### src/rtl/clock_pkg.sv
// -----------------------------------------------------------------------------
// clock_pkg
// Shared definitions for the time-of-day / alarm register bank.
//   mode_t   : synchronised controller mode (run, set minute, set hour, set alarm)
//   bcd2_t   : two-digit packed BCD value {tens, units}
//   BCD_59 / BCD_23 : wrap limits for minutes/seconds and hours
//   bcd_inc  : next BCD value with wrap to 00 at a given limit
// -----------------------------------------------------------------------------
package clock_pkg;

  typedef enum logic [1:0] {
    MODE_RUN       = 2'b00,
    MODE_SET_MIN   = 2'b01,
    MODE_SET_HOUR  = 2'b10,
    MODE_SET_ALARM = 2'b11
  } mode_t;

  typedef logic [7:0] bcd2_t;

  localparam bcd2_t BCD_00 = 8'h00;
  localparam bcd2_t BCD_59 = 8'h59;
  localparam bcd2_t BCD_23 = 8'h23;

  // Increment a two-digit BCD value, returning 00 when the limit is reached.
  function automatic bcd2_t bcd_inc(input bcd2_t v, input bcd2_t max);
    bcd2_t r;
    if (v == max) begin
      r = BCD_00;
    end else if (v[3:0] == 4'd9) begin
      r = {v[7:4] + 4'd1, 4'd0};
    end else begin
      r = {v[7:4], v[3:0] + 4'd1};
    end
    return r;
  endfunction

endpackage

### src/rtl/bcd_counter.sv
// -----------------------------------------------------------------------------
// bcd_counter
// Two-digit BCD counter that wraps MAX -> 00.
//   clk     in   clock
//   reset_n in   asynchronous active-low reset (q -> 00)
//   inc     in   advance by one this cycle
//   clr     in   force to 00 (wins over inc)
//   q       out  current value
//   carry   out  inc while at MAX (combinational, same cycle as the wrap)
// -----------------------------------------------------------------------------
module bcd_counter
  import clock_pkg::*;
#(
  parameter bcd2_t MAX = BCD_59
) (
  input  logic  clk,
  input  logic  reset_n,
  input  logic  inc,
  input  logic  clr,
  output bcd2_t q,
  output logic  carry
);

  bcd2_t r_q;

  always_ff @(posedge clk or negedge reset_n) begin
    if (!reset_n) begin
      r_q <= BCD_00;
    end else if (clr) begin
      r_q <= BCD_00;
    end else if (inc) begin
      r_q <= bcd_inc(r_q, MAX);
    end
  end

  assign q     = r_q;
  assign carry = inc & (r_q == MAX);

endmodule

### src/rtl/time_keeper.sv
// -----------------------------------------------------------------------------
// time_keeper
// Time-of-day (hh:mm:ss) and alarm (hh:mm) register bank in BCD, with an
// alarm flag that stays up for ALARM_SECS seconds after a match.
//   clk          in   system clock
//   reset_n      in   asynchronous active-low reset
//   tick_1s      in   one-clock strobe per second (synchronous)
//   mod [1:0]    in   controller mode, asynchronous (synchronised here)
//   adj          in   debounced add key level, asynchronous (synchronised here)
//   sec_bcd      out  seconds 00..59
//   min_bcd      out  minutes 00..59
//   hour_bcd     out  hours 00..23
//   alm_min_bcd  out  alarm minutes 00..59
//   alm_hour_bcd out  alarm hours 00..23
//   alarm_on     out  alarm active flag
// -----------------------------------------------------------------------------
module time_keeper
  import clock_pkg::*;
#(
  parameter int unsigned ALARM_SECS  = 30,
  parameter int unsigned SYNC_STAGES = 2
) (
  input  logic       clk,
  input  logic       reset_n,
  input  logic       tick_1s,
  input  logic [1:0] mod,
  input  logic       adj,
  output logic [7:0] sec_bcd,
  output logic [7:0] min_bcd,
  output logic [7:0] hour_bcd,
  output logic [7:0] alm_min_bcd,
  output logic [7:0] alm_hour_bcd,
  output logic       alarm_on
);

  localparam logic [7:0] ALARM_LOAD = 8'(ALARM_SECS);

  // ---------------------------------------------------------------------------
  // Input synchronisers and adj rising-edge detect
  // ---------------------------------------------------------------------------
  logic [SYNC_STAGES-1:0][1:0] r_mod_sync;
  logic [SYNC_STAGES-1:0]      r_adj_sync;
  logic                        r_adj_prev;

  always_ff @(posedge clk or negedge reset_n) begin
    if (!reset_n) begin
      r_mod_sync <= '0;
      r_adj_sync <= '0;
      r_adj_prev <= 1'b0;
    end else begin
      r_mod_sync <= {r_mod_sync[SYNC_STAGES-2:0], mod};
      r_adj_sync <= {r_adj_sync[SYNC_STAGES-2:0], adj};
      r_adj_prev <= r_adj_sync[SYNC_STAGES-1];
    end
  end

  mode_t w_mode;
  logic  w_adj_p;
  logic  w_run;
  logic  w_set_min;
  logic  w_set_hour;
  logic  w_set_alarm;

  assign w_mode      = mode_t'(r_mod_sync[SYNC_STAGES-1]);
  assign w_adj_p     = r_adj_sync[SYNC_STAGES-1] & ~r_adj_prev;
  assign w_run       = (w_mode == MODE_RUN);
  assign w_set_min   = (w_mode == MODE_SET_MIN);
  assign w_set_hour  = (w_mode == MODE_SET_HOUR);
  assign w_set_alarm = (w_mode == MODE_SET_ALARM);

  // ---------------------------------------------------------------------------
  // Mode steering of the five counters
  // ---------------------------------------------------------------------------
  bcd2_t w_sec_q, w_min_q, w_hour_q, w_alm_min_q, w_alm_hour_q;
  logic  w_sec_carry, w_min_carry, w_hour_carry, w_alm_min_carry, w_alm_hour_carry;
  logic  w_sec_inc, w_min_inc, w_hour_inc, w_alm_min_inc;

  // Seconds are held at 00 while setting minutes; they keep running otherwise.
  assign w_sec_inc = tick_1s & ~w_set_min;
  // While setting minutes the key drives them; their wrap does not reach hours.
  assign w_min_inc = w_set_min ? w_adj_p : w_sec_carry;
  // While setting hours any minute carry is discarded, so a coinciding key
  // press and rollover still advance the hour by exactly one.
  assign w_hour_inc    = w_set_hour ? w_adj_p : (w_min_carry & ~w_set_min);
  assign w_alm_min_inc = w_set_alarm & w_adj_p;

  bcd_counter #(.MAX(BCD_59)) u_sec (
    .clk(clk), .reset_n(reset_n), .inc(w_sec_inc), .clr(w_set_min),
    .q(w_sec_q), .carry(w_sec_carry)
  );

  bcd_counter #(.MAX(BCD_59)) u_min (
    .clk(clk), .reset_n(reset_n), .inc(w_min_inc), .clr(1'b0),
    .q(w_min_q), .carry(w_min_carry)
  );

  bcd_counter #(.MAX(BCD_23)) u_hour (
    .clk(clk), .reset_n(reset_n), .inc(w_hour_inc), .clr(1'b0),
    .q(w_hour_q), .carry(w_hour_carry)
  );

  bcd_counter #(.MAX(BCD_59)) u_alm_min (
    .clk(clk), .reset_n(reset_n), .inc(w_alm_min_inc), .clr(1'b0),
    .q(w_alm_min_q), .carry(w_alm_min_carry)
  );

  bcd_counter #(.MAX(BCD_23)) u_alm_hour (
    .clk(clk), .reset_n(reset_n), .inc(w_alm_min_carry), .clr(1'b0),
    .q(w_alm_hour_q), .carry(w_alm_hour_carry)
  );

  // Hours and alarm hours roll over silently; their carries go nowhere.
  logic w_unused_carry;
  assign w_unused_carry = w_hour_carry | w_alm_hour_carry;

  // ---------------------------------------------------------------------------
  // Alarm match: compare against the time this tick is about to produce, so
  // the flag rises on the same edge that shows hh:mm:00.
  // ---------------------------------------------------------------------------
  bcd2_t w_min_next, w_hour_next;
  logic  w_match;

  assign w_min_next  = w_sec_carry ? bcd_inc(w_min_q, BCD_59) : w_min_q;
  assign w_hour_next = w_min_carry ? bcd_inc(w_hour_q, BCD_23) : w_hour_q;
  assign w_match     = w_run & w_sec_carry
                     & (w_min_next == w_alm_min_q)
                     & (w_hour_next == w_alm_hour_q);

  // ---------------------------------------------------------------------------
  // Alarm flag and down-counter. Counter holds the number of ticks left; the
  // tick that would take it from 1 to 0 drops the flag.
  // ---------------------------------------------------------------------------
  logic       r_alarm_on;
  logic [7:0] r_alm_cnt;
  logic       w_expire;
  logic       w_clear;

  assign w_expire = r_alarm_on & tick_1s & (r_alm_cnt == 8'd1);
  // Any clear source wins over a match in the same cycle.
  assign w_clear  = w_expire | (w_run & w_adj_p) | ~w_run;

  always_ff @(posedge clk or negedge reset_n) begin
    if (!reset_n) begin
      r_alarm_on <= 1'b0;
      r_alm_cnt  <= 8'd0;
    end else if (w_clear) begin
      r_alarm_on <= 1'b0;
      r_alm_cnt  <= 8'd0;
    end else if (w_match) begin
      r_alarm_on <= 1'b1;
      r_alm_cnt  <= ALARM_LOAD;
    end else if (r_alarm_on && tick_1s) begin
      r_alm_cnt  <= r_alm_cnt - 8'd1;
    end
  end

  assign sec_bcd      = w_sec_q;
  assign min_bcd      = w_min_q;
  assign hour_bcd     = w_hour_q;
  assign alm_min_bcd  = w_alm_min_q;
  assign alm_hour_bcd = w_alm_hour_q;
  assign alarm_on     = r_alarm_on;

endmodule

### config.mk
export PLATFORM = sky130hd
export DESIGN_NAME = time_keeper
export DESIGN_NICKNAME = d
export VERILOG_FILES = /design/src/rtl/clock_pkg.sv /design/src/rtl/bcd_counter.sv /design/src/rtl/time_keeper.sv
export SDC_FILE = /design/constraint.sdc
export NUM_CORES = 1
export LEC_CHECK = 0
export CAP_MARGIN = 0
export CORE_AREA = 8 8 92 94
export DETAILED_ROUTE_END_ITERATION = 6
export DIE_AREA = 0 0 100 102
export GPL_TIMING_DRIVEN = 0
export PLACE_DENSITY = 0.83
export SLEW_MARGIN = 20
export SYNTH_ARGS = -nofsm -noshare
export SYNTH_HDL_FRONTEND = slang
export SYNTH_SLANG_ARGS = --single-unit
### constraint.sdc
create_clock -name clk -period 4.05 [get_ports clk]
set_clock_uncertainty 0.05 [all_clocks]
set_input_delay 0.405 -clock clk [delete_from_list [all_inputs] [get_ports clk]]
set_output_delay 0.405 -clock clk [all_outputs]
set_load 0.1 [all_outputs]
Word-level counts from Yosys, hierarchy flattened
Index checks and enable logic that the tools add are counted.
Widths: inputs -> output; s select.
- register bits: 56
- bits of input ports: 6
- output and inout bits: 41
- logic and storage cells: 91
- $add $sub $neg: 11
- equality and inequality tests: 16
- mux-type cells: 21
- bitwise logic cells: 18
- reduce and logical (&&, ||, !) cells: 11
- operator list (kind ; number):
    $mux 8 ; 17
    $add 4x1->4 const B ; 10
    $eq 8x7->1 const B ; 3
    $eq 4x4->1 const B ; 5
    $eq 8x6->1 const B ; 2
    $eq 8x8->1 ; 2
    $and 1x1->1 ; 13
    $eq 8x1->1 const B ; 1
    $reduce_bool 2->1 ; 4
    $sub 8x1->8 const B ; 1
    $reduce_and 2->1 ; 3
    $reduce_bool 3->1 ; 2
    $eq 2x2->1 const B ; 2
    $mux 1 ; 4
    $not 1->1 ; 3
    $eq 2x1->1 const B ; 1
    $logic_not 2->1 ; 1
    $or 1x1->1 ; 2
    $logic_and 1x1->1 ; 1

Longest topological paths before layout
Gate-level depths: netlist of run 1.
- word-level depth: 11
- depth in mapped cells: 11

Cells and area by module
From an unflattened synthesis of run 1, not the netlist that was laid out.
- cell total of the unflattened synthesis: 444
- area, all modules: 4174.0 µm²
- modules (own cells, without submodules) (module ; instances ; cells an instance ; area an instance (µm²)):
    time_keeper ; 1 ; 190 ; 1697.9
    bcd_counter (u_alm_min ...) ; 3 ; 50 ; 486.7
    bcd_counter (u_alm_hour ...) ; 2 ; 52 ; 508.0

Least setup slack after synthesis of run 1
OpenSTA, ideal clock, no wires.
- kind: reg2reg
- start point: reg u_sec.r_q[0] (netlist: u_sec.q[0])
- end point: reg r_alm_cnt[1]
- library setup time: 0.129 ns
- arrival: 3.776 ns
- required time: 3.871 ns
- slack: 0.094 ns
- cell stages (with the launch flop): 10
- buffers on the path: 0
- path through: dfrtp_1 > ha_1 > nand4b_4 > o31a_1 > or4_1 > and3_1 > or4_4 > or4_4 > o211ai_1 > a31oi_1
- cells in the longest elaborated chain, start to end: 9
- elaborated cells between the ends (all ways): 14
- those cells by class: 3 x eq/ne; 5 x mux; 5 x bitwise; 1 x reduce/logical
- ends and longest elaborated chain (element ; line ; source):
    from (decl) ; bcd_counter.sv:24 ; bcd2_t r_q;
    from (signal assigned) ; bcd_counter.sv:32 ; r_q <= bcd_inc(r_q, MAX);
    $eq 8x7->1 * ; bcd_counter.sv:37 ; assign carry = inc & (r_q == MAX);
    $and 1x1->1 * ; bcd_counter.sv:37 ;
    $mux 1 ; time_keeper.sv:81 ; assign w_min_inc = w_set_min ? w_adj_p : w_sec_carry;
    $and 1x1->1 ; bcd_counter.sv:37 ;
    $mux 8 ; time_keeper.sv:124 ; assign w_hour_next = w_min_carry ? bcd_inc(w_hour_q, BCD_23) : w_hour_q;
    $eq 8x8->1 ; time_keeper.sv:127 ; & (w_hour_next == w_alm_hour_q);
    $and 1x1->1 * ; time_keeper.sv:127 ;
    $mux 8 ; time_keeper.sv:149 ; end else if (w_match) begin
    $mux 8 ; time_keeper.sv:146 ; end else if (w_clear) begin
    to (signal assigned) ; time_keeper.sv:153 ; r_alm_cnt <= r_alm_cnt - 8'd1;
    to (decl) ; time_keeper.sv:134 ; logic [7:0] r_alm_cnt;
Mark *: on every way between the ends. The rest lies on a longest branch, timed or not.
A chain may end at the register's enable or synchronous reset.

Final worst setup path of run 1
- start point: reg u_min.r_q[1] (netlist: u_min.q[1])
- end point: reg r_alm_cnt[1]
- cells in the longest elaborated chain, start to end: 9
- elaborated cells between the ends (all ways): 15
- those cells by class: 1 x add/sub; 4 x eq/ne; 6 x mux; 3 x bitwise; 1 x reduce/logical
- ends and longest elaborated chain (element ; line ; source):
    from (decl) ; bcd_counter.sv:24 ;
    from (signal assigned) ; bcd_counter.sv:32 ;
    $add 4x1->4 / $eq 4x4->1 (equally long branches) ; clock_pkg.sv:32, clock_pkg.sv:29 ;
    $mux 8 (2 in a row) ; n/a ;
    $mux 8 ; time_keeper.sv:123 ; assign w_min_next = w_sec_carry ? bcd_inc(w_min_q, BCD_59) : w_min_q;
    $eq 8x8->1 ; time_keeper.sv:126 ; & (w_min_next == w_alm_min_q)
    $and 1x1->1 ; time_keeper.sv:126 ;
    $and 1x1->1 * ; time_keeper.sv:127 ;
    $mux 8 ; time_keeper.sv:149 ;
    $mux 8 ; time_keeper.sv:146 ;
Marks and branches as above.

==> summary.txt, run 1 <==
Outcome
  • Status: completed

Critical path
  • Critical path, cell by cell: inv_1 > ha_1 > and3b_1 > buf_4 > nand2_1 > or4_1 > and3_1 > or4_4 > or4_4 > nand3b_4 > a31oi_1
  • WP data arrival: approximately 3.8 ns
  • Slowest CP cell: or4_4
  • Most common cell on crit path: or4_4
  • CP Launch Type: flip-flop
  • Crit Path Max Fanout: 10
  • CP max stage delay: a little under 0.6 ns
  • Critical path class: flip-flop to flip-flop
  • CP Capture Type: flip-flop
  • CP required: 4.24 ns
  • Flop-to-flop setup slack: 0.42 ns
  • Cell family with most CP delay: simple AND/OR/NAND/NOR gates
  • CP Buf/Inv Count: 2

Power
  • Tot Pwr: 2.25 mW
  • Pleak: ~1.9 nW
  • Maximum vdd ir drop: approximately 360 uV
  • Power Density: roughly 500 nW/um^2

Global route
  • Tot GR Track Use: 18.2%
  • Largest net degree at the start of global routing: 57
  • Most Used Layer, Global Route: met2
  • Global-route wire length before repair: 15.1 mm
  • Met3 Use GR: 3.68%
  • Global route overflow: 0
  • Initial antenna violation count: 0
  • Met1 Track Usage GR: a little under a quarter
  • Met2 usage: 29.8%
  • Vias in the first global route: 3230

Yosys
  • Most frequent cell after synthesis: dfrtp_1
  • Share of the synthesized area in the top cell type: between 30% and 40%
  • Yosys Warn Count: 0
  • Syn_nets: roughly 450
  • Avg Cell Area, Syn: just under 9 sq um
  • Asr flop ratio synth: 100%
  • XOR/XNOR share of the synthesized area: about 4.3%
  • Synthesized flop and latch total: 56
  • Area leader, netlist: dfrtp_1
  • Post-Synthesis Cells: around 420
  • Synth top cells by count: dfrtp_1, nand2_1, o21ai_0, nor2_1, a21oi_1
  • Adder-Cell Fraction of Synth Area: roughly 7.4%
  • Compound-Gate Fraction of Synth Area: 19.1%
  • Distinct cell type count after synthesis: 63
  • Largest family of logic cells by synthesized area: simple AND/OR/NAND/NOR gates
  • Seq/Total Area, Yosys: 37.9%
  • Post-synthesis cell area: about 3700 sq um
  • Post-synthesis mux area share: roughly 2.0%
  • EDFF count, synth: 0
  • Post-Synth Simple-Gate Area: between 20% and 30%
  • Most used DFF post-synth: dfrtp_1
  • Synth area leaders: dfrtp_1, ha_1, o21ai_0, nand2_1, nor2_1

CTS
  • CTS Hold Bufs: 0
  • Post CTS Setup Buffer Count: 0
  • Sink Count: 56
  • Longest Clk Path Bufs: 2
  • TritonCTS Buffers: 5
  • Clk root buf: clkbuf_8
  • H-tree levels: 2
  • CTS tree: done
  • Clock latency on the worst-skew pair: approximately 0.32 ns
  • CTS resizes: 0
  • Clk pin slew, worst setup/hold paths: around 0.10 ns

Floorplan
  • Rows: 31
  • Die extent in x: about 100 um
  • Top Ports: 47
  • Initial core utilization: 52.4%
  • Die height: about 100 um
  • Die area: about 10000 sq um
  • Core area: ~7100 sq um

Final layout
  • Layout cells sized above 1: under 10%
  • Synthesis-to-finish area growth: 18.2%
  • Nets@finish: 499
  • Antenna cell count: 0
  • FILL cells: 629

Place
  • Gp weighted congestion: 0.890
  • Hpwl dp: 6.85 mm
  • Number of port buffers: 46

Timing
  • Final Max Slew Viols: 0
  • Final TNS setup: 0 ns
  • RSZ-0062 raised after global routing: false
  • Slew margin rel.: 33.6%
  • Fin crit share: between 80% and 90%
  • Fmax: roughly 280 MHz
  • Final setup violating endpoints: 0
  • Final Critical Period: around 3.6 ns
  • Worst-margin pin slew: roughly 1 ns
  • Fin. Hold Viols: 0

Detailed routing
  • Routed WL: 9.14 mm
  • Residual DRC count: 0
  • Detailed-route via count: roughly 3400
  • Wire per inst: between 15 and 20 um
  • Drt first pass iters: 4
  • Iteration-0 DRC Markers: 221
  • Antenna Nets Post-Route: 0
  • Via/cell ratio: 5.92

Flow run
  • MaxCap Viol Count: 0

Worst hold path
  • Worst Hold Class: input port to async pin
[flip-flops by register name, indices dropped and copies added, names as in the netlist, 2 cells and up]
register	count
u_sec.q	8
r_mod_sync	2
w_mode	2
u_min.q	8
u_alm_min.q	8
r_alm_cnt	8
u_alm_hour.q	8
r_adj_sync	2
u_hour.q	8
[routing by layer]
layer | wire length [um] | share of wire, %
met1 | 4220 | 46
met3 | 504 | 5.5
met4 | 156 | 1.7
met5 | 0 | 0
met2 | 4260 | 47
[logic make-up after synthesis]
logic type	Yosys count
AOI/OAI and AO/OA	112
and+or+nand+nor	171
buffers and inverters	32
DFF	56
muxes	7
xor gates and xnor gates	18
adders and majority gates	22
[final timing paths]
path                                               from                    endpoint  depth (start not counted)
worst min register to register  r_mod_sync[0]$_DFF_PN0_         w_mode[0]$_DFF_PN0_                          0
worst max-delay path             u_min.q[1]$_DFFE_PN0P_    r_alm_cnt[1]$_DFFE_PN0P_                         11
worst min-delay path                            reset_n    r_alm_cnt[7]$_DFFE_PN0P_                          1
min in group clk                r_mod_sync[0]$_DFF_PN0_         w_mode[0]$_DFF_PN0_                          0
max in group asynchronous                       reset_n  u_alm_min.q[6]$_DFFE_PN0P_                          1
worst max register to register   u_min.q[1]$_DFFE_PN0P_    r_alm_cnt[1]$_DFFE_PN0P_                         11
[worst register-to-register path: cells and delay by family, from the launching register on]
kind                     cells  cell delay [ns]
AND/OR/NAND/NOR              7             2.35
flip-flops                   1             0.47
buffers and inverters        2             0.28
adder cells (fa/ha/maj)      1             0.23
AO/OA/AOI/OAI                1             0.16
[report_power, final]
part,switching (mW),total [mW],internal (mW),leakage (nW)
Combinational,0.851,1.20,0.347,1.06
Sequential,0.113,0.737,0.624,0.745
Clock,0.192,0.316,0.124,0.0485
[layout make-up]
type | instances | area, sq um | share of cell area (%)
plain buffers | 14 | 60.1 | 1.37
clock buffers | 5 | 68.8 | 1.57
clock inverters | 3 | 22.5 | 0.515
inverters | 18 | 67.6 | 1.55
multi-input cells | 330 | 2170 | 49.6
flip-flops and latches | 56 | 1400 | 32.0
well taps | 99 | 124 | 2.83
repair buffers | 46 | 458 | 10.5
[through the flow]
step	utilization, %	hold slack [ns]	instances	instance area (sq um)	setup WS [ns]
finish	61.9	0.0806	571	4370	0.425
floorplan	-	0.0594	418	3700	0.0942
global route	61.9	0.143	571	4370	0.161
CTS	61.9	0.116	571	4370	0.436
detailed placement	60.7	0.287	563	4280	0.184
global placement	60.7	0.285	563	4280	0.250
[cells in the final DEF, fill, tap and decap left out, types with 3 or more instances in the layout]
cell type / count
a21oi_1: 24
nor2_1: 33
nor4_1: 4
clkbuf_8: 5
a21o_1: 7
inv_1: 18
o211ai_1: 3
clkbuf_1: 10
clkdlybuf4s50_1: 45
ha_1: 22
or2_2: 4
a211oi_1: 6
nand4_1: 7
xor2_1: 9
o31ai_1: 7
mux2i_1: 4
and2_1: 4
or3_1: 4
nand3b_1: 5
nand2b_1: 5
xnor2_1: 9
mux2_2: 3
nand3_1: 16
nand2_1: 37
and3b_1: 5
and3_1: 7
a31oi_1: 5
or4_1: 6
dfrtp_1: 56
nor3_1: 17
o22ai_1: 4
nor2b_1: 3
o21ai_0: 36
(Power assumes the default switching activity.)
==> inputs of run 2 (changes only) <==
- ABC_AREA: not set -> 1
- CORE_AREA: 8 8 92 94 -> 8 8 94 96
- DIE_AREA: 0 0 100 102 -> 0 0 102 104
==> summary.txt, run 2 <==
Yosys
  • Avg Cell Area, Syn: 7.14 sq um (-19%)
  • Post-synthesis cell area: 3930 sq um (+6.3%)
  • Area leader, netlist: dfrtp_1
  • Post-Synthesis Cells: 551 (+32%)
  • Synthesized flop and latch total: 56 (unchanged)
  • Synth area leaders: dfrtp_1, nand2_1, nand3_1, ha_1, inv_1
  • Synth top cells by count: nand2_1, inv_1, nand3_1, dfrtp_1, nor2_1
  • Syn_nets: 579 (+30%)
  • Most frequent cell after synthesis: nand2_1
  • Most used DFF post-synth: dfrtp_1
  • Asr flop ratio synth: 100% (unchanged)
  • Share of the synthesized area in the top cell type: 35.6% (-2.2 points)
  • Seq/Total Area, Yosys: 35.6% (-2.2 points)
  • EDFF count, synth: 0 (unchanged)
  • Yosys Warn Count: 0 (unchanged)
  • Distinct cell type count after synthesis: 34 (-46%)

Global route
  • Global route overflow: 0 (unchanged)
  • Vias in the first global route: 3657 (+13%)
  • Largest net degree at the start of global routing: 57 (unchanged)
  • Global-route wire length before repair: 16.2 mm (+6.9%)
  • Initial antenna violation count: 0 (unchanged)
  • Tot GR Track Use: 18.2% (-0.028 points)

Timing
  • Fin crit share: 61.9% (-28 points)
  • Final Max Slew Viols: 0 (unchanged)
  • Fmax: 399 MHz (+45%)
  • RSZ-0062 raised after global routing: false
  • Final TNS setup: 0 ns (unchanged)
  • Final setup violating endpoints: 0 (unchanged)
  • Fin. Hold Viols: 0 (unchanged)
  • Slew margin rel.: 33.4% (-0.20 points)
  • Final Critical Period: 2.51 ns (-1.12 ns)
  • Fin Hold WS: 0.0775 ns (-0.00307 ns)
  • Worst-margin pin slew: 0.997 ns (+0.00303 ns)

Detailed routing
  • Wire per inst: 13.0 um (-19%)
  • Via/cell ratio: 5.25 (-11%)
  • Residual DRC count: 0 (unchanged)
  • Iteration-0 DRC Markers: 166 (-25%)
  • Routed WL: 9.17 mm (+0.27%)
  • Drt first pass iters: 4 (unchanged)
  • Antenna Nets Post-Route: 0 (unchanged)
  • Detailed-route via count: 3715 (+10%)

Final layout
  • Fin area: 4610 sq um (+5.4%)
  • Synthesis-to-finish area growth: 17.2%
  • Layout cells sized above 1: 9.92% (+3.8 points)
  • Most frequent cells in the layout: nand2_1, inv_1, nand3_1
  • Antenna cell count: 0 (unchanged)
  • FILL cells: 674 (+7.2%)
  • Commonest non-fill, non-tap cell in the layout: nand2_1
  • Nets@finish: 632 (+27%)

Floorplan
  • Initial core utilization: 52.8% (+0.40 points)
  • Die height: 104 um (+2.0%)
  • Top Ports: 47 (unchanged)
  • Die extent in x: 102 um (+2.0%)
  • Core area: 7450 sq um (+5.5%)
  • Die area: 10600 sq um (+4.0%)
  • Rows: 32 (+3.2%)

Flow run
  • MaxCap Viol Count: 0 (unchanged)

Critical path
  • Worst reg2reg startpoint: u_min.q[1]$_DFFE_PN0P_
  • WP data arrival: 2.05 ns (-1.77 ns)
  • Flop-to-flop setup slack: 1.58 ns (+1.16 ns)
  • FF-to-FF End: r_alm_cnt[3]$_DFFE_PN0P_
  • Slowest CP cell: clkdlybuf4s50_1
  • R2R cell count: 14 (+3)
  • CP max stage delay: 1.20 ns (+0.61 ns)
  • CP Capture Type: output port
  • CP Launch Type: flip-flop
  • Crit Path Max Fanout: 6 (-4)
  • Critical path class: flip-flop to output port
  • CP Buf/Inv Count: 1 (-1)
  • Cell family with most CP delay: buffers and inverters
  • CP required: 3.60 ns (-0.64 ns)
  • Critical path, cell by cell: clkdlybuf4s50_1

CTS
  • CTS resizes: 0 (unchanged)
  • Clock latency on the worst-skew pair: 0.32 ns (about the same)
  • Clk pin slew, worst setup/hold paths: 0.11 ns (about the same)
  • Longest Clk Path Bufs: 2 (unchanged)
  • CTS Hold Bufs: 0 (unchanged)
  • Clk root buf: clkbuf_8
  • TritonCTS Buffers: 5 (unchanged)
  • CTS tree: done
  • Post CTS Setup Buffer Count: 0 (unchanged)
  • H-tree levels: 2 (unchanged)
  • Sink Count: 56 (unchanged)

Outcome
  • Status: completed

Place
  • Hpwl dp: 7.01 mm (+2.3%)
  • Gp weighted congestion: 0.889 (-0.11%)
  • Post-DP Area: 4520 sq um (+5.5%)
  • Number of port buffers: 46 (unchanged)

Power
  • Power Density: 558 nW/um^2 (+8.4%)
  • Maximum vdd ir drop: 504 uV (+38%)
  • Tot Pwr: 2.57 mW (+14%)
  • Pleak: 2.30 nW (+24%)

Worst hold path
  • Worst Hold Class: input port to async pin
==> run 2: changes by cell type in the layout (fill, tap and decap cells not counted), moves of 10 or more <==
cell / delta
nand2_2: +11
nand3_1: +46
nand2_1: +128
o21ai_0: -17
inv_1: +55
a21oi_1: -14
nor2_1: +10
nor3_1: -12
==> run 2: stage by stage <==
stage                     setup slack, ns  util [%]  std cells
final                                1.54      61.9        707
after global routing                 1.31      61.9        707
after CTS                            1.54      61.9        707
after detailed placement             1.38      60.7        699
after global placement              0.743      60.7        699
after floorplan                      1.25         -        551
==> run 2: worst max-delay path by stage <==
stage                               endpoint  cells past startpoint                    start
floorplan           r_alm_cnt[1]$_DFFE_PN0P_                     15   u_sec.q[0]$_DFFE_PN0P_
global placement    r_alm_cnt[4]$_DFFE_PN0P_                      1                  reset_n
detailed placement  r_alm_cnt[3]$_DFFE_PN0P_                     15                  tick_1s
CTS                              hour_bcd[3]                      1  u_hour.q[3]$_DFFE_PN0P_
global route        r_alm_cnt[1]$_DFFE_PN0P_                     18   u_sec.q[1]$_DFFE_PN0P_
finish                           hour_bcd[6]                      1  u_hour.q[6]$_DFFE_PN0P_
==> run 2: area by class of cell <==
type / count / area, sq um / share of cell area (%)
plain buffers: 6 / 46.3 / 1.00
clock buffers: 5 / 68.8 / 1.49
clock inverters: 3 / 22.5 / 0.489
inverters: 79 / 297 / 6.43
multi-input cells: 410 / 2190 / 47.5
flip-flops and latches: 56 / 1400 / 30.4
well taps: 102 / 128 / 2.77
repair buffers: 46 / 458 / 9.93
==> run 2: kinds of logic after synthesis <==
| group | count (synthesis) | synth area share, % |
|---|---|---|
| compound gates | 48 | 6.84 |
| xor+xnor | 10 | 2.23 |
| fa+ha+maj | 22 | 7.00 |
| flops | 56 | 35.6 |
| simple gates | 330 | 39.6 |
| buf+inv | 85 | 8.72 |
==> run 2: per-layer routing <==
layer / vias up / part of all wire (%) / GRT usage (%)
met2: 77 / 49 / 30.7
met1: 1751 / 45 / 22.5
met5: - / 0 / 0
li1: 1872 / - / -
met3: 15 / 4.0 / 3.08
met4: 0 / 1.9 / 5.88
==> run 2: power breakdown <==
part	leakage (nW)	switching [mW]	total (mW)	internal, mW
combinational	1.51	1.07	1.45	0.378
sequential	0.739	0.152	0.797	0.645
clock	0.0485	0.202	0.327	0.125
total	2.30	1.43	2.57	1.15
==> run 2: worst register-to-register path, delay by kind of cell (launching register included) <==
family / cells / cell delay, ns
flip-flops: 1 / 0.46
buffers and inverters: 2 / 0.34
AND/OR/NAND/NOR: 11 / 1.28
adder cells (fa/ha/maj): 1 / 0.23
==> inputs of run 3 (changes only) <==
- CORE_AREA: 8 8 94 96 -> 8 8 97 99
- DIE_AREA: 0 0 102 104 -> 0 0 105 107
- PLACE_DENSITY: 0.83 -> 0.82
- clock period: 4.05 -> 2.2 ns (I/O delays scaled with it)
==> summary.txt, run 3 (synthesis results as in run 2) <==
Global route
  • Largest net degree at the start of global routing: 57 (unchanged)
  • Global-route wire length before repair: 16.8 mm (+3.6%)
  • Global route overflow: 0 (unchanged)
  • Initial antenna violation count: 0 (unchanged)
  • Tot GR Track Use: 17.6% (-0.53 points)
  • Vias in the first global route: 3780 (+3.4%)

Power
  • Pleak: 2.69 nW (+17%)
  • Maximum vdd ir drop: 837 uV (+66%)
  • Power Density: 983 nW/um^2 (+76%)
  • Tot Pwr: 4.98 mW (+94%)

Worst hold path
  • Worst Hold Depth: 1
  • Worst Hold Class: input port to flip-flop

Floorplan
  • Die area: 11200 sq um (+5.9%)
  • Rows: 33 (+3.1%)
  • Die height: 107 um (+2.9%)
  • Die extent in x: 105 um (+2.9%)
  • Core area: 7930 sq um (+6.5%)
  • Top Ports: 47 (unchanged)
  • Initial core utilization: 49.6% (-3.2 points)

Final layout
  • Nets@finish: 651 (+3.0%)
  • Synthesis-to-finish area growth: 28.7%
  • Most frequent cells in the layout: nand2_1, inv_1, nand3_1
  • Fin area: 5060 sq um (+9.8%)
  • Layout cells sized above 1: 23.4% (+13 points)
  • Post-layout util: 63.9% (+2.0 points)
  • Commonest non-fill, non-tap cell in the layout: nand2_1
  • FILL cells: 661 (-1.9%)
  • Antenna cell count: 0 (unchanged)

Detailed routing
  • Antenna Nets Post-Route: 0 (unchanged)
  • Wire per inst: 14.0 um (+8.0%)
  • Routed WL: 10.2 mm (+11%)
  • Residual DRC count: 0 (unchanged)
  • Detailed-route via count: 3865 (+4.0%)
  • Iteration-0 DRC Markers: 153 (-7.8%)
  • Via/cell ratio: 5.30 (+0.90%)
  • Drt first pass iters: 5 (+1)

Critical path
  • Flop-to-flop setup slack: -0.14 ns (-1.72 ns)
  • Critical path class: flip-flop to flip-flop
  • FF-to-FF End: r_alm_cnt[4]$_DFFE_PN0P_
  • Worst reg2reg startpoint: u_min.q[1]$_DFFE_PN0P_
  • CP required: 2.37 ns (-1.23 ns)
  • WP data arrival: 2.51 ns (+0.46 ns)
  • Critical Path End: r_alm_cnt[4]$_DFFE_PN0P_
  • CP Launch Type: flip-flop
  • R2R cell count: 16 (+2)
  • Start point of the critical path: u_min.q[1]$_DFFE_PN0P_
  • CP Capture Type: flip-flop
  • Crit Path Max Fanout: 7 (+1)

CTS
  • TritonCTS Buffers: 5 (unchanged)
  • Sink Count: 56 (unchanged)
  • Clock latency on the worst-skew pair: 0.33 ns (about the same)
  • Longest Clk Path Bufs: 2 (unchanged)
  • H-tree levels: 2 (unchanged)
  • Clk root buf: clkbuf_8
  • Clk pin slew, worst setup/hold paths: 0.11 ns (about the same)
  • CTS tree: done

Flow run
  • MaxCap Viol Count: 0 (unchanged)

Timing
  • Fmax: 428 MHz
  • Fin crit share: 106%
  • Final Max Slew Viols: 0 (unchanged)
  • Final WS setup: -0.136 ns (-1.68 ns)
  • Fin Hold WS: 0.267 ns (+0.189 ns)
  • Final Critical Period: 2.34 ns
  • Slew margin rel.: 35.0% (+1.7 points)
  • RSZ-0062 raised after global routing: true
  • Fin. Hold Viols: 0 (unchanged)
  • Worst-margin pin slew: 0.971 ns (-0.0251 ns)
  • Final setup violating endpoints: 17 (+17)

Place
  • Number of port buffers: 46 (unchanged)
  • Gp weighted congestion: 0.862 (-3.0%)
  • Pre-CTS worst setup slack: -0.309 ns (-1.69 ns)
  • Hpwl dp: 7.18 mm (+2.6%)
  • Post-DP Area: 4630 sq um (+2.5%)

Outcome
  • Status: complete, but fails checks
  • Violated checks: negative setup slack
run 3: how the worst min path moves through the flow:
stage | startpoint | to | slack (ns)
after CTS | mod[0] | r_mod_sync[0]$_DFF_PN0_ | 0.27
after global placement | r_mod_sync[1]$_DFF_PN0_ | w_mode[1]$_DFF_PN0_ | 0.29
after global routing | mod[1] | r_mod_sync[1]$_DFF_PN0_ | 0.26
after detailed placement | reset_n | u_hour.q[1]$_DFFE_PN0P_ | 0.28
final | mod[0] | r_mod_sync[0]$_DFF_PN0_ | 0.27
after floorplan | reset_n | alarm_on$_DFFE_PN0P_ | -0.13
run 3: worst max-delay path, cell delays in order (launching register included):
cell	delay (ns)
dfrtp_4	0.52
inv_2	0.10
ha_4	0.15
nand2_1	0.08
nor2_4	0.20
buf_4	0.14
nand3_1	0.06
nand2_1	0.09
nand3_1	0.07
nand3_1	0.07
nand2_1	0.09
nor2_1	0.11
nand3_1	0.10
nor2_2	0.15
nand2_4	0.10
nand4_1	0.08
nand2_1	0.06
run 3: repair_timing:
action                                 4_1_cts  5_1_grt
hold buffers                                 1        0
setup endpoints to repair                   38       33
setup buffers                                8        8
pin swaps                                    9       21
cloned                                       1        1
endpoints found under the hold margin       56        0
resized for setup                           35       51
run 3: metal layers:
layer	vias up	global-route usage (%)	share of wire, %
met4	0	6.73	2.5
met2	104	31.4	49
met5	-	0	0
met3	23	3.30	5.1
met1	1825	20.6	43
li1	1913	-	-
run 3: final cells by class:
class | count | area (sq um) | area share (%)
buffer | 6 | 63.8 | 1.26
tap | 105 | 131 | 2.60
sequential | 56 | 1460 | 28.7
clock buffer | 5 | 68.8 | 1.36
multi-input combinational | 410 | 2380 | 47.0
clock inverter | 3 | 23.8 | 0.470
inverter | 79 | 307 | 6.06
timing repair buffer | 65 | 634 | 12.5
run 3: metrics by stage:
| stage | instances | setup TNS [ns] |
|---|---|---|
| after floorplan | 551 | -1.64 |
| after global placement | 702 | -60.22 |
| after detailed placement | 702 | -3.49 |
| after CTS | 720 | -0.763 |
| after global routing | 729 | -3.76 |
| final | 729 | -1.65 |
run 3: report_power, final:
| group | switching (mW) | internal (mW) |
|---|---|---|
| registers | 0.281 | 1.23 |
| logic | 2.12 | 0.742 |
| clock network | 0.374 | 0.227 |
| total | 2.78 | 2.20 |
==> patch (config.mk and constraints of run 2) <==
Set the parameter `SYNC_STAGES` to 4 (it was 2).
--- a/src/rtl/time_keeper.sv
+++ b/src/rtl/time_keeper.sv
@@ -19,5 +19,5 @@
 #(
   parameter int unsigned ALARM_SECS  = 30,
-  parameter int unsigned SYNC_STAGES = 2
+  parameter int unsigned SYNC_STAGES = 4
 ) (
   input  logic       clk,
Behaviour: not the same (Yosys sat finds a counterexample within 4 cycles, from zero or initial values and one cycle with reset_n low).
==> patch against run 2 <==
- synthesized area rose by 0.89%
- utilization rose by 2.9 points
- sequential cell count rose by 6
- hold slack improved by 0.22 ns
- final area rose by 4.8%
- worst setup slack got worse by 0.015 ns
- global-route usage rose by 0.53 points
- count of clock-buffer cells in the layout rose by 5
- power rose by 9.7%
- via count did not move
- register-to-register slack barely moved
- wire length rose by 0.53%
- critical path type unchanged
- critical endpoint is now hour_bcd[2]
- largest power group unchanged
==> patch: results (changes against run 2) <==
[cts]
numCtsBuffers=9  ; +4
cts_resized=0  ; unchanged
cts_setup_buffers=0  ; unchanged
root_buffer=clkbuf_8
cts_max_level=3  ; +1
hold_buffers=1  ; +1
clock_latency_ns=0.35  ; +0.03 ns
path_clk_slew_ns=0.07  ; -0.04 ns

[worst_hold_path]
hold_path.class=reg -> reg

[critical_path]
r2r-start=u_min.q[1]$_DFFE_PN0P_
ff2ff_path_depth=17  ; +3
r2r_slack_ns=1.58  ; about the same
cp.arrival_ns=2.06
worstReg2RegEnd=r_alm_cnt[4]$_DFFE_PN0P_
cp_max_fo=8  ; +2

[sta]
maxSlewHeadroom=0.345  ; +0.0109

[global_route]
grt_usage=0.187  ; +0.00533
antenna_found_initial=0  ; unchanged
grt_pass1_wl_um=16300  ; +0.85%
first_global_vias=3784  ; +3.5%
grt_max_degree=51  ; -11%

[logic_synthesis]
ys_seq_area_frac=0.391  ; +0.0347
synth_compound_area_frac=0.0640  ; -0.00439
synth_adder_area_share=0.0694  ; -0.000618
synthXorXnorAreaFrac=0.0199  ; -0.00240
yosys-top-cells-area=dfrtp_1 39%, nand2_1 15%, nand3_1 9.1%, ha_1 6.9%, inv_1 6.4%
synth_async_sr_flop_share=1.00  ; unchanged
yosysUniqueCellTypes=34  ; unchanged
syn_inst=537  ; -2.5%
synth_commonest_cells=159 x nand2_1, 72 x nand3_1, 68 x inv_1, 62 x dfrtp_1, 39 x nor2_1
synthMuxAreaShare=0  ; unchanged
syn_nets=565  ; -2.4%

[power]
peakVddDrop_mv=0.481  ; -4.6%
powerDensity_mw_per_mm2=584  ; +4.7%
seqPwrFrac=0.302  ; -0.008
comb_cell_power_uw=1310  ; -9.7%
p_leak_uw=0.00238  ; +3.6%
p_int_uw=1440  ; +26%

[cells_and_area]
final_layout_size_suffix_gt1_frac=0.0849  ; -0.0143
nNetsFinal=624  ; -1.3%
n_fill_cell=666  ; -1.2%
layout.cells.non_filler=703  ; -0.57%

[placed_design]
dp_slack_ns=1.42  ; +0.0417 ns
place_hpwl_um=6880  ; -1.8%
dp_cells=686  ; -1.9%
place_congestion=0.929  ; +4.5%

[detailed_routing]
drt_iter0_markers=176  ; +6.0%
avgViaCountPerCell=5.28  ; +0.57%
wirelength_um=9220  ; +0.53%
drtPass1Iterations=5  ; +1

[outcome]
status=completed

patch: changes by cell type after synthesis, sizes merged, moves of 2 or more:
| cell | run 2 | this run |
|---|---|---|
| a21oi | 11 | 14 |
| a31oi | 4 | 1 |
| dfrtp | 56 | 62 |
| inv | 78 | 73 |
| nand2 | 183 | 166 |
| nand3 | 65 | 73 |
| nor2 | 57 | 50 |
| nor3 | 7 | 5 |
patch: through the flow:
stage | cell area, um^2 | hold slack [ns]
after floorplan | 3970 | 0.0594
after global placement | 4560 | 0.282
after detailed placement | 4580 | 0.219
after CTS | 4830 | 0.302
after global routing | 4830 | 0.310
final | 4830 | 0.300
patch: cell type report:
type | count | share of cell area
Buffer | 6 | 0.0140
Clock buffer | 10 | 0.0264
Clock inverter | 6 | 0.0228
Inverter | 75 | 0.0593
Multi-Input combinational cell | 394 | 0.427
Sequential cell | 62 | 0.321
Tap cell | 102 | 0.0264
Timing Repair Buffer | 48 | 0.103
patch: worst max-delay path by stage:
stage / startpoint / to / slack (ns) / cells after the start
after floorplan: u_min.q[0]$_DFFE_PN0P_ / u_hour.q[1]$_DFFE_PN0P_ / 1.28 / 12
after global placement: reset_n / u_alm_hour.q[5]$_DFFE_PN0P_ / 0.52 / 1
after detailed placement: tick_1s / r_alm_cnt[4]$_DFFE_PN0P_ / 1.42 / 16
after CTS: u_hour.q[0]$_DFFE_PN0P_ / hour_bcd[0] / 1.52 / 1
after global routing: u_min.q[1]$_DFFE_PN0P_ / r_alm_cnt[1]$_DFFE_PN0P_ / 1.37 / 17
final: u_hour.q[2]$_DFFE_PN0P_ / hour_bcd[2] / 1.53 / 1
patch: routing by layer:
layer	up-vias	part of all wire	track usage
met5	-	0	0
met4	0	0.020	0.0839
met3	18	0.070	0.0408
met2	132	0.47	0.307
met1	1707	0.44	0.226
li1	1858	-	-
